[src/rtl/mmio_router.sv]
// Single-outstanding MMIO front end: decodes each CPU request to SRAM or one of NDEV
// device windows, forwards it, and completes with an error if the target never answers.
module mmio_router #(
    parameter int              DW        = 32,
    parameter int              NDEV      = 4,
    parameter int              DEV_BITS  = 12,
    parameter logic [31:0]     MMIO_BASE = 32'hFFFF_0000,
    parameter int              TIMEOUT   = 255,
    parameter logic [DW-1:0]   ERR_DATA  = 32'hDEADBEEF
) (
    input  logic                 clk,
    input  logic                 reset,
    input  logic                 valid,
    output logic                 ready,
    input  logic [31:0]          addr,
    input  logic [DW-1:0]        dtw,
    output logic [DW-1:0]        dtr,
    input  logic                 rw,
    output logic                 err,
    output logic                 sval,
    input  logic                 srdy,
    output logic [31:0]          saddr,
    output logic [DW-1:0]        sdtw,
    input  logic [DW-1:0]        sdtr,
    output logic                 srw,
    output logic [NDEV-1:0]      dval,
    input  logic [NDEV-1:0]      drdy,
    output logic [DEV_BITS-1:0]  daddr,
    output logic [DW-1:0]        ddtw,
    input  logic [NDEV*DW-1:0]   ddtr,
    output logic                 drw
);
    localparam int NB = $clog2(NDEV);
    localparam int HB = DEV_BITS + NB;
    localparam int TW = (TIMEOUT < 2) ? 1 : $clog2(TIMEOUT + 1);
    localparam logic [TW-1:0] TLAST = TW'(TIMEOUT - 1);

    typedef enum logic [1:0] {IDLE, REQ, RESP} state_t;

    state_t          state, state_n;
    logic [31:0]     addr_q;
    logic [DW-1:0]   dtw_q;
    logic            rw_q;
    logic            dev_q;
    logic [NB-1:0]   dev_k;
    logic [TW-1:0]   timer;

    logic            req_dev;
    logic [NB-1:0]   req_k;
    logic            sel_rdy;
    logic [DW-1:0]   sel_data;
    logic            hit;
    logic            expire;
    logic            tgt_dev_n;
    logic [NB-1:0]   tgt_k_n;
    logic [NDEV-1:0] dval_n;

    assign req_dev = (addr[31:HB] == MMIO_BASE[31:HB]);
    assign req_k   = addr[HB-1:DEV_BITS];

    assign saddr = addr_q;
    assign sdtw  = dtw_q;
    assign srw   = rw_q;
    assign daddr = addr_q[DEV_BITS-1:0];
    assign ddtw  = dtw_q;
    assign drw   = rw_q;

    always_comb begin
        sel_rdy  = dev_q ? drdy[dev_k] : srdy;
        sel_data = dev_q ? ddtr[int'(dev_k)*DW +: DW] : sdtr;
        hit      = (state == REQ) && sel_rdy;
        expire   = (state == REQ) && !sel_rdy && (TIMEOUT != 0) && (timer == TLAST);

        state_n = state;
        case (state)
            IDLE:    if (valid) state_n = REQ;
            REQ:     if (hit || expire) state_n = RESP;
            RESP:    state_n = IDLE;
            default: state_n = IDLE;
        endcase

        // Strobes are registered, so the target must be known one edge early:
        // from the live bus when accepting, from the latches while waiting.
        tgt_dev_n = (state == IDLE) ? req_dev : dev_q;
        tgt_k_n   = (state == IDLE) ? req_k : dev_k;
        dval_n    = '0;
        if (state_n == REQ && tgt_dev_n) dval_n[tgt_k_n] = 1'b1;
    end

    always_ff @(posedge clk) begin
        if (reset) begin
            state  <= IDLE;
            ready  <= 1'b0;
            err    <= 1'b0;
            sval   <= 1'b0;
            dval   <= '0;
            dtr    <= '0;
            addr_q <= '0;
            dtw_q  <= '0;
            rw_q   <= 1'b0;
            dev_q  <= 1'b0;
            dev_k  <= '0;
            timer  <= '0;
        end else begin
            state <= state_n;
            ready <= (state_n == RESP);
            sval  <= (state_n == REQ) && !tgt_dev_n;
            dval  <= dval_n;
            case (state)
                IDLE: begin
                    if (valid) begin
                        addr_q <= addr;
                        dtw_q  <= dtw;
                        rw_q   <= rw;
                        dev_q  <= req_dev;
                        dev_k  <= req_k;
                        timer  <= '0;
                    end
                end
                REQ: begin
                    if (hit) begin
                        if (!rw_q) dtr <= sel_data;
                        err <= 1'b0;
                    end else if (expire) begin
                        if (!rw_q) dtr <= ERR_DATA;
                        err <= 1'b1;
                    end else if (timer != '1) begin
                        timer <= timer + 1'b1;
                    end
                end
                RESP:    err <= 1'b0;
                default: ;
            endcase
        end
    end
endmodule
[config.mk]
export PLATFORM = sky130hd
export DESIGN_NAME = mmio_router
export DESIGN_NICKNAME = d
export VERILOG_FILES = /design/src/rtl/mmio_router.sv
export SDC_FILE = /design/constraint.sdc
export NUM_CORES = 1
export LEC_CHECK = 0
export CORE_AREA = 2 2 147 149
export CTS_CLUSTER_DIAMETER = 30
export DETAILED_ROUTE_END_ITERATION = 10
export DIE_AREA = 0 0 149 151
export HOLD_SLACK_MARGIN = 0.05
export PLACE_DENSITY = 0.65
export SYNTH_ARGS = -nofsm -noshare
export SYNTH_HDL_FRONTEND = slang
export SYNTH_SLANG_ARGS = --single-unit
[constraint.sdc]
create_clock -name clk -period 2.6 [get_ports clk]
set_input_delay 0.52 -clock clk [delete_from_list [all_inputs] [get_ports clk]]
set_output_delay 0.52 -clock clk [all_outputs]
set_load 0.03 [all_outputs]
Word level (Yosys, flattened, before mapping)
Index checks and enable logic that the tools add are counted.
W data, S select, Z words.
{ "totals": {"elab_cells": 73, "in_bits": 233, "output_inout_bits": 149, "register_bits": 117} }
{ "op_classes": {"n_reduce_logical": 18, "eq_ne": 14, "shifts": 1, "n_bitwise": 1, "n_mux": 23, "magnitude_cmp": 3, "n_addsub": 1} }
{ "op_table": {"columns": ["cell", "count"], "rows": [
  ["$mux W32", 5],
  ["$shiftx A128 B8 Y32", 1],
  ["$mux W8", 4],
  ["$eq A18 B18 Y1 const B", 1],
  ["$pmux W8 S2", 1],
  ["$ne A2 B2 Y1 const B", 5],
  ["$add A8 B1 Y8 const B", 1],
  ["$eq A8 B8 Y1 const B", 1],
  ["$ne A8 B8 Y1 const B", 1],
  ["$logic_and A1 B1 Y1", 6],
  ["$lt A2 B3 Y1 const B", 2],
  ["$mux W1", 6],
  ["$mux W2", 3],
  ["$reduce_bool A2 Y1", 3],
  ["$reduce_and A5 Y1", 1],
  ["$eq A2 B1 Y1 const B", 2],
  ["$eq A2 B2 Y1 const B", 2],
  ["$pmux W2 S2", 1],
  ["$reduce_and A2 Y1", 2],
  ["$reduce_and A4 Y1", 1],
  ["$ne A3 B3 Y1 const B", 1],
  ["$bmux W1 S2", 1],
  ["$demux W1 S2", 1],
  ["$ge A2 B1 Y1 const B", 1],
  ["other kinds (7)", 8]
]} }

Longest topological paths before layout
{ "logic_depth": {"depth_word": 13, "depth_mapped": 8, "depth_no_buf": 6} }

Worst setup path after synthesis
OpenSTA, ideal clock, no wires.
{ "synth_timing": {"kind": "reg-to-reg", "start": "register, netlist name saddr[12]", "end": "register dtr[14]", "t_required_ns": 2.468, "path_stages_with_launch": 7, "arrival_time_ns": 1.891, "n_path_buf": 2, "path_slack_ns": 0.577, "period_less_slack_ns": 2.023, "cell_sequence": "dfxtp_1 > buf_6 > buf_2 > mux4_2 > mux2_2 > nand2_1 > a21oi_1"} }
{ "synth_lines": {"columns": ["element", "line", "rtl"], "rows": [
  ["to (signal assigned)", "122", "if (!rw_q) dtr <= sel_data;"],
  ["to (decl)", "17", "output logic [DW-1:0] dtr,"]
]} }

Final worst setup path
{ "layout_timing": {"start": "register addr_q[12] (netlist: saddr[12])", "end": "output saddr[12]"} }
{ "layout_lines": {"columns": ["element", "line", "rtl"], "rows": [
  ["from (decl)", "41", "logic [31:0] addr_q;"],
  ["from (signal assigned)", "112", "addr_q <= addr;"],
  ["to (decl)", "22", "output logic [31:0] saddr,"]
]} }
No word-level cell between the ends.

==> impl_results.rst <==
.. list-table::
   :header-rows: 1

   * - Metric
     - Value
   * - Share of cells above drive strength 1
     - 12.58%
   * - Sink of the worst hold path
     - saddr[19]$_SDFFE_PP0P_
   * - Vert. Die Dim
     - 151 µm
   * - Max-cap viol count
     - 0
   * - DRC marker count from the first detailed-route iteration
     - around 210
   * - Final weighted congestion of routability-driven global placement
     - 0.8095
   * - Skew-Pair Late Insertion Delay
     - 410 ps
   * - Xor and xnor area share after synthesis
     - 0%
   * - Adder-cell share of the synthesized area
     - less than 1%
   * - Mean cell area of the mapped netlist
     - approximately 9.4 µm²
   * - Core Box Area
     - 0.02082 mm²
   * - Crit path DAT
     - 1670 ps
   * - First-pass detailed-route iteration total
     - 4
   * - DR WL/cell
     - 17.09 µm
   * - TritonCTS sink count
     - 115
   * - Warnings from Yosys
     - 0
   * - Global-route wire length before repair
     - 31820 µm
   * - Fraction of the cycle the final worst path needs
     - 84.32%
   * - Synthesized cell area
     - about 0.0059 mm²
   * - NumNets Final
     - 1184
   * - Number of failing setup endpoints in the final timing report
     - 0
   * - Setup slack of the most critical reg-to-reg path
     - between 400 and 500 ps
   * - Slew @ Worst Pin
     - 702.6 ps
   * - Post-Place Cell Area
     - 0.009642 mm²
   * - Synth-to-Final Area Change
     - 74.75%
   * - Total number of vias
     - 5707
   * - Setup slack after layout
     - between 400 and 500 ps
   * - R2r startpoint
     - saddr[12]$_SDFFE_PP0P_
   * - Endpoint of the most critical register-to-register path
     - dval[2]$_SDFF_PP0_
   * - Type of the most critical hold path
     - register to register
   * - Number of vias per cell
     - around 4.6
   * - Aggregate negative setup slack
     - 0 ps
   * - Starting Density
     - ~28%
   * - Category of cells accounting for the largest share of critical-path delay
     - buffers and inverters
   * - Type of origin of the critical path
     - register
   * - Number of antenna violations at the first check in global routing
     - 0
   * - Post-cts gate resize count
     - 0
   * - Most frequent cells in the layout
     - sky130_fd_sc_hd__clkdlybuf4s50_1 (380), sky130_fd_sc_hd__nand2_1 (144), sky130_fd_sc_hd__dfxtp_1 (112)
   * - Global Route Usage Sum
     - 18.44%
   * - Post-Route Utilization
     - 49.12%
   * - Number of placed I/O pins
     - ~380
   * - Max transition margin
     - 53.16%
   * - Final hold violation count
     - 0
   * - Worst-case reg-to-reg path depth
     - 5
   * - Finished Layout Cells
     - 1237
   * - Synthesized netlist cell count
     - approximately 630
   * - Largest net degree at the start of global routing
     - between 60 and 70
   * - Worst Hold Depth
     - 2
   * - CP max stage delay
     - 750 ps
   * - Port bufs
     - 381
   * - Max VDD drop
     - 419.0 µV
   * - Clock Skew
     - 6.414 ps
   * - Post-synthesis sequential area ratio
     - 39.33%
   * - Fill cells
     - between 1500 and 2000
   * - Number of H-tree levels
     - 4
   * - Placement Setup Slack
     - 107.8 ps
   * - Number of buffers added by the clock tree synthesis step
     - 17
   * - Crit path capture type
     - primary output
   * - Cell Count Post-Placement
     - 1205
   * - Unrepaired setup endpoints after global routing
     - false
   * - X dimension of the die
     - 149 µm
   * - Count of buffer and inverter cells on the critical path
     - 1
   * - Outcome
     - finished, final reports clean
   * - Highest attainable clock frequency
     - 456.1 MHz
   * - Antenna diode count
     - 0
   * - Via count of the first global-routing pass
     - approximately 5600
   * - Global-route congestion overflow total
     - 0
   * - Required time of the worst setup path
     - 2080 ps
   * - Final HPWL DP
     - between 15000 and 20000 µm
   * - Dominant combinational cell family by area after synthesis
     - multiplexers
   * - Highest-delay cell along the critical path
     - sky130_fd_sc_hd__clkdlybuf4s50_1
   * - Period minus WS final
     - 2192 ps
   * - Static leakage power
     - ~3.5 nW
   * - Crit Path Max Fanout
     - 9
   * - PwrDens
     - 557.7 mW/mm²
   * - Most frequent standard cell in the layout excluding fill and tap cells
     - sky130_fd_sc_hd__clkdlybuf4s50_1
   * - Unique masters post-synth
     - 42
   * - Clk slew on worst S/H paths
     - 50 ps
   * - Drt drc
     - 0
   * - Synthesized flop and latch total
     - 115
   * - Clock tree from TritonCTS
     - yes
   * - Max Root-Sink Buffers
     - 2
   * - Number of rows in the core area
     - 53
   * - Launch instance of the worst min-delay path
     - saddr[19]$_SDFFE_PP0P_
   * - Mux cell area share after synthesis
     - 19.11%
   * - Simple-gate portion of the synthesized area
     - 14.56%
   * - Share of the synthesized area in compound gates (AO/OA/AOI/OAI)
     - between 10% and 20%
   * - Crit Path Category
     - register to primary output
   * - Die Footprint
     - between 0.02 and 0.025 mm²
   * - Root Driver
     - sky130_fd_sc_hd__clkbuf_16
   * - Nets in the synthesized netlist
     - 861
   * - Final design area excluding fillers
     - 0.01023 mm²
   * - CP Cell Sequence
     - clkdlybuf4s50_1
   * - Post-CTS Setup Inserts
     - 0
   * - Routed Antenna Nets
     - 0
   * - Total count of max-transition violations in the final report
     - 0
   * - Aggregate routed wire length
     - 21140 µm
   * - Count of hold-fix buffers inserted at cts
     - 0
[metal layers]
layer  vias up  share of wire, %  track usage, %
met5         -                 0               0
met4         0               1.8           6.143
met2       172                50           30.16
li1       2810                 -               -
met1      2698                42           23.17
met3        27               6.5           5.693
[power by group]
| group | leakage [nW] | switching (mW) | internal [mW] |
|---|---|---|---|
| sequential | 0.942 | 0.0785 | 1.87 |
| combinational | 2.29 | 0.683 | 0.759 |
| clock | 0.275 | 0.857 | 1.46 |
[stage by stage]
step	hold slack (ps)	power, mW
after floorplan	458.5	2.725
after global placement	440.6	3.427
after detailed placement	448.0	3.436
after CTS	455.9	5.789
after global routing	466.9	5.966
final	452.2	5.704
[cell usage after synthesis, drive strengths merged]
cell type  count  area [µm²]
nor4           4       25.02
o32a           1       10.01
o211ai         2       15.01
o22a           1       8.760
and4           1       8.760
inv           29       108.9
nor3           3       15.01
nand2b         2       12.51
dfxtp        115        2302
o2111ai        1       8.760
clkbuf        23       86.33
o21ai          6       33.78
nand4          6       37.54
mux2          11       127.6
o311ai         1       16.27
nor2           8       32.54
mux4          32       720.7
and2           2       12.51
nand3b         2       15.01
ha             2       25.02
a221oi        24       347.8
a21oi         80       400.4
a31oi          1       6.260
o22ai          1       20.02
nor2b          2       12.51
or3            6       37.54
nand3         12       60.06
mux2i         27       270.3
a41oi          1       8.760
or4            1       7.510
buf           67       469.2
o31ai          2       15.01
and3           5       31.28
nand2        145       544.3
[worst max-delay path by stage]
stage	slack [ps]	from	endpoint	cells past startpoint
2_1_floorplan	580	saddr[12]$_SDFFE_PP0P_	dtr[14]$_SDFFE_PP0P_	6
3_3_place_gp	190	drdy[3]	dval[2]$_SDFF_PP0_	6
3_5_place_dp	110	drdy[3]	dval[0]$_SDFF_PP0_	6
4_1_cts	370	saddr[12]$_SDFFE_PP0P_	saddr[12]	1
5_1_grt	310	saddr[12]$_SDFFE_PP0P_	dval[2]$_SDFF_PP0_	5
6_report	410	saddr[12]$_SDFFE_PP0P_	saddr[12]	1
[flip-flops by register name, indices dropped and copies added (netlist names)]
register / cells
ddtw: 32
dtr: 32
saddr: 32
timer: 8
dval: 4
state: 2
dev_q: 1
drw: 1
err: 1
ready: 1
sval: 1
[cell families after synthesis]
logic type      Yosys count
compound gates          121
mux                      70
fa+ha+maj                 2
buf+inv                 119
flops                   115
simple gates            199
[cell type report]
| type | instances | area, µm² | area share (%) |
|---|---|---|---|
| Multi-Input combinational cell | 392 | 2899 | 28.34 |
| Sequential cell | 115 | 2306 | 22.54 |
| Tap cell | 275 | 344.1 | 3.364 |
| Clock buffer | 20 | 456.7 | 4.465 |
| Clock inverter | 12 | 130.1 | 1.272 |
| Timing Repair Buffer | 394 | 3984 | 38.95 |
| Inverter | 29 | 108.9 | 1.064 |
[tightest hold or removal path: stages (launching register included)]
cell and delay (ps):
sky130_fd_sc_hd__dfxtp_1 300, sky130_fd_sc_hd__nand2_1 50, sky130_fd_sc_hd__a21oi_1 50
Power figures use the tool's default switching activity.
